**config.mk**
```make
export PLATFORM = sky130hd
export DESIGN_NAME = dp_seq_ctrl
export DESIGN_NICKNAME = d
export VERILOG_FILES = /design/src/rtl/dp_pkg.sv /design/src/rtl/dp_tick_gen.sv /design/src/rtl/dp_seq_ctrl.sv
export SDC_FILE = /design/constraint.sdc
export NUM_CORES = 1
export LEC_CHECK = 0
export BUFFER_PORTS_ARGS = -buffer_cell sky130_fd_sc_hd__buf_2
export CORE_MARGIN = 10
export CORE_UTILIZATION = 58
export CTS_BUF_LIST = sky130_fd_sc_hd__clkbuf_8
export DETAILED_ROUTE_END_ITERATION = 10
export PLACE_DENSITY = 0.79
export SLEW_MARGIN = 10
export SYNTH_ARGS = -nofsm -noshare
export SYNTH_HDL_FRONTEND = slang
export SYNTH_SLANG_ARGS = --single-unit
```
**constraint.sdc**
```tcl
create_clock -name clk -period 2 [get_ports clk]
set_clock_uncertainty 0.1 [all_clocks]
set_input_delay 0.1 -clock clk [delete_from_list [all_inputs] [get_ports clk]]
set_output_delay 0.1 -clock clk [all_outputs]
set_load 0.03 [all_outputs]
```
**src/rtl/dp_pkg.sv**
```systemverilog
// rtl/dp_pkg.sv - shared types for the shift-datapath sequencer
package dp_pkg;

  typedef enum logic [1:0] {
    FN_HOLD = 2'b00,
    FN_SHR  = 2'b01,
    FN_SHL  = 2'b10,
    FN_ROT  = 2'b11
  } func_e;

  typedef enum logic [2:0] {
    IDLE  = 3'd0,
    CLEAR = 3'd1,
    LOAD  = 3'd2,
    SHIFT = 3'd3,
    DONE  = 3'd4
  } seq_state_e;

  function automatic func_e dir_func(input logic dir);
    return dir ? FN_SHL : FN_SHR;
  endfunction

endpackage

```
**src/rtl/dp_tick_gen.sv**
```systemverilog
// rtl/dp_tick_gen.sv - prescaler producing one tick every TICK_DIV enabled clocks
module dp_tick_gen #(
  parameter int TICK_DIV = 600
) (
  input  logic clk,
  input  logic clr_n,
  input  logic en,
  output logic tick
);

  localparam int CW = $clog2(TICK_DIV);
  localparam logic [CW-1:0] LAST = CW'(TICK_DIV - 1);

  logic [CW-1:0] cnt;

  // Dropping en restarts the count so the next enabled step is a full one.
  always_ff @(posedge clk) begin
    if (!clr_n || !en) begin
      cnt <= '0;
    end else if (cnt == LAST) begin
      cnt <= '0;
    end else begin
      cnt <= cnt + CW'(1);
    end
  end

  assign tick = en && (cnt == LAST);

endmodule

```
**src/rtl/dp_seq_ctrl.sv**
```systemverilog
// rtl/dp_seq_ctrl.sv - CLEAR/LOAD/SHIFTxN sequencer for the 8-bit shift datapath
// Optional rotate support via DP_ROTATE_EN.
module dp_seq_ctrl
  import dp_pkg::*;
#(
  parameter int TICK_DIV = 600,
  parameter int CNT_W    = 3
) (
  input  logic             clk,
  input  logic             clr_n,
  input  logic             start,
  input  logic             abort,
  input  logic             src_sel,
  input  logic             dir,
  input  logic             rot,
  input  logic [CNT_W-1:0] count,
  output logic             sel1,
  output logic             sel2,
  output func_e            func,
  output logic             dp_clr,
  output logic             dp_load,
  output logic             busy,
  output logic             done
);

  seq_state_e       state;
  logic             src_q;
  logic             dir_q;
  logic [CNT_W-1:0] cnt_q;
  logic [CNT_W-1:0] rem;
  logic             run;
  logic             tick;
  func_e            shift_fn;

  assign run = (state == CLEAR) || (state == LOAD) || (state == SHIFT);

  dp_tick_gen #(
    .TICK_DIV(TICK_DIV)
  ) u_tick (
    .clk  (clk),
    .clr_n(clr_n),
    .en   (run && !abort),
    .tick (tick)
  );

`ifdef DP_ROTATE_EN
  logic rot_q;

  always_ff @(posedge clk) begin
    if (!clr_n) begin
      rot_q <= 1'b0;
    end else if (state == IDLE && start && !abort) begin
      rot_q <= rot;
    end
  end

  assign shift_fn = rot_q ? FN_ROT : dir_func(dir_q);
`else
  logic unused_rot;
  assign unused_rot = rot;
  assign shift_fn   = dir_func(dir_q);
`endif

  // Outputs are a registered decode of the state held during the previous
  // clock, so each control stays constant for the whole step it belongs to.
  always_ff @(posedge clk) begin
    if (!clr_n || abort) begin
      state   <= IDLE;
      sel1    <= 1'b0;
      sel2    <= 1'b0;
      func    <= FN_HOLD;
      dp_clr  <= 1'b0;
      dp_load <= 1'b1;
      busy    <= 1'b0;
      done    <= 1'b0;
      if (!clr_n) begin
        src_q <= 1'b0;
        dir_q <= 1'b0;
        cnt_q <= '0;
        rem   <= '0;
      end
    end else begin
      sel1    <= 1'b0;
      sel2    <= 1'b0;
      func    <= FN_HOLD;
      dp_clr  <= 1'b0;
      dp_load <= 1'b1;
      busy    <= 1'b0;
      done    <= 1'b0;
      case (state)
        IDLE: begin
          if (start) begin
            src_q <= src_sel;
            dir_q <= dir;
            cnt_q <= count;
            state <= CLEAR;
          end
        end
        CLEAR: begin
          dp_clr <= 1'b1;
          busy   <= 1'b1;
          if (tick) state <= LOAD;
        end
        LOAD: begin
          sel1    <= src_q;
          dp_load <= 1'b0;
          busy    <= 1'b1;
          if (tick) begin
            if (cnt_q == '0) begin
              state <= DONE;
            end else begin
              rem   <= cnt_q;
              state <= SHIFT;
            end
          end
        end
        SHIFT: begin
          sel1    <= src_q;
          sel2    <= 1'b1;
          func    <= shift_fn;
          dp_load <= 1'b0;
          busy    <= 1'b1;
          if (tick) begin
            if (rem != '0) rem <= rem - CNT_W'(1);
            if (rem == CNT_W'(1)) state <= DONE;
          end
        end
        DONE: begin
          done  <= 1'b1;
          state <= IDLE;
        end
        default: state <= IDLE;
      endcase
    end
  end

endmodule

```
==> impl_metrics.tcl <==
set metrics [dict create \
    outcome "complete, but fails checks" \
    violations "negative hold slack" \
    n_fill_cell 140 \
    drc 0 \
    fin_crit_sh_pct 94.2 \
    startpoint "u_tick.cnt[0]$_SDFF_PP0_" \
    die_w_um 66.2 \
    critPathMaxStageDelay_ns 0.53 \
    hold_start "count[1]" \
    yosysSeqAreaShare_pct 53.3 \
    synth_area_leader_cell "dfxtp_1" \
    tritoncts "built" \
    place_congestion 0.843 \
    numPortBuffers 16 \
    grt_pass1_vias 914 \
    fp-row-count 16 \
    rsz0062_at_grt "no" \
    synth-warning-count 0 \
    cap_violations 0 \
    critPathMaxFanout 5 \
    ys_ff_latch 29 \
    n_antenna_cell 0 \
    initial_utilization_pct 61.9 \
    holdPathStages 2 \
    grt_pass1_wl_um 3920 \
    finalNetCount 165 \
    avgSynthCellArea_um2 10.2 \
    r2r.worst_path.cells 5 \
    start_kind "register" \
    crit_path_end_kind "register" \
    maxSlewHeadroom_pct 67.6 \
    required_ns 2.10 \
    ir_drop_v 0.000667 \
    grt_max_degree 11 \
    power_density_nw_per_um2 751 \
    path_cells "ha_1 -> nand2_1 -> or2_1 -> or4b_1 -> a211oi_2" \
    numCtsBuffers 5 \
    wirelength_um 2400 \
    netlist_area_um2 1240 \
    dp_hpwl_um 1690 \
    coreArea_um2 2000 \
    dieArea_um2 4390 \
    setup.worst_path.class "register to register" \
    grt_remaining_overflow 0 \
    synth_top_flop_cell "dfxtp_1" \
    r2r-start "u_tick.cnt[0]$_SDFF_PP0_" \
    die_h_um 66.2 \
    cp.depth 5 \
    drive_above_1_share_pct 19.1 \
    cts_buffer_depth 2 \
    ioPinCount 18 \
    worstPathArrival_ns 1.99 \
    report.final.slew_viol_count 0 \
    syn_to_final_growth_pct 21.3 \
    h-tree-depth 2 \
    grt_usage_pct 11.8 \
    synth-edff-count 8 \
    dr_total_vias 968 \
    holdWs_ns -0.000415 \
    setup_viol 0 \
    wl_per_cell_um 13.4 \
    synthCells 122 \
    yosysTopAreaCellShare_pct 33.9 \
    drt-initial-drc-count 24 \
    fin_setup_tns_ns 0 \
    cts.root.buffer_cell "clkbuf_8" \
    clock_sinks 29 \
    path_delay_family "simple AND/OR/NAND/NOR gates" \
    critical_path_buf_inv_count 0 \
    antenna_found_initial 0 \
    yosysUniqueCellTypes 33 \
    fmaxAchievable_mhz 531 \
    async_flop_share_pct 0 \
    post_cts_buffers 0 \
    hold_class "input port to register" \
    hold_viol 1 \
    stdcell_count 179 \
    syn_nets 136 \
    path_clk_slew_ns 0.06 \
    dp_cells 167 \
    slowest_stage "or4b_1" \
    ant_nets 0 \
    max_slew.worst_pin.slew_ns 0.484 \
    vias_per_cell 5.41 \
    insertion_delay_ns 0.28 \
    synth.area.top_cells "dfxtp_1, edfxtp_1, nor2_1" \
    period_needed_ns 1.88 \
    leakage_nw 0.585 \
    dr.pass1.iters 4 \
]
## flip-flops by register name, indices dropped and copies added, names as in the netlist
name        count
src_q           1
u_tick.cnt     10
done            1
sel1            1
state           3
dp_load         1
sel2            1
dp_clr          1
dir_q           1
func            2
rem             3
cnt_q           3
busy            1
## layer usage
layer  vias to the layer above  track usage [%]  wire length (um)
li1                        483                -                 -
met1                       442             13.6              1090
met2                        31             17.0              1030
met3                        12             4.92               188
met4                         0             8.64                89
met5                         -                0                 0
## cells in the final DEF (no fill, tap or decap), types with 2 or more instances in the layout
master / instances
edfxtp_1: 8
nand2b_1: 3
a211oi_1: 3
nor2_1: 19
buf_2: 16
dfxtp_1: 21
xor2_1: 2
ha_1: 4
xnor2_1: 7
inv_1: 3
o211a_1: 2
and3_1: 4
nand2_1: 8
nand3_1: 3
nor3_1: 6
clkbuf_8: 5
buf_4: 4
dlygate4sd3_1: 4
nor2b_1: 3
clkinv_1: 2
and2_1: 7
## synthesized netlist by cell type, drive strengths merged, types with 3 or more instances
master,count
edfxtp,8
nand3,3
and3,4
nor2b,3
inv,3
a211oi,4
nor2,19
nor3,6
ha,4
xnor2,7
nand2,8
dfxtp,21
nand2b,3
and2,7
## final timing paths
kind	end	slack, ns
worst max-delay path	state[2]$_SDFFE_PN0P_	0.12
worst min-delay path	cnt_q[1]$_SDFFCE_PN0P_	-0.0004
worst max register to register	state[2]$_SDFFE_PN0P_	0.12
worst min register to register	func[0]$_SDFF_PP0_	0.32
## repair_timing
item	4_1_cts	5_1_grt
hold buffers	4	0
setup endpoints to repair	0	3
endpoints found under the hold margin	4	0
resized for setup	0	1
## where the power goes
group	internal, mW	switching [mW]	total (mW)
Combinational	0.0288	0.0314	0.0602
Sequential	0.617	0.00717	0.624
Clock	0.233	0.211	0.444
Total	0.879	0.250	1.13
## through the flow
step                      power, mW  hold slack (ns)  instance area, um2  utilization [%]  worst slack [ns]
final                          1.13        -0.000415                1500             75.1             0.117
after CTS                      1.13         0.000329                1500             74.8             0.113
after detailed placement      0.690            0.282                1380             68.8             0.140
after global placement        0.687            0.275                1380             68.8             0.183
after floorplan               0.667            0.195                1240                -             0.164
after global routing           1.17           0.0166                1500             75.1            0.0132
## final cells by class
cell class | instances | area, um2 | share of cell area [%]
Multi-Input combinational cell | 88 | 567 | 37.7
Sequential cell | 29 | 661 | 43.9
Clock inverter | 3 | 12.5 | 0.832
Timing Repair Buffer | 24 | 150 | 9.98
Inverter | 3 | 11.3 | 0.749
Tap cell | 27 | 33.8 | 2.25
Clock buffer | 5 | 68.8 | 4.58
## cells by family after synthesis
logic type / after synthesis / synth area share, %
AND/OR/NAND/NOR: 62 / 26.4
flip-flops: 29 / 53.3
AO/OA/AOI/OAI: 13 / 8.37
XOR/XNOR: 9 / 6.36
buffers and inverters: 5 / 1.51
adder cells (fa/ha/maj): 4 / 4.04
(Power assumes the default switching activity.)
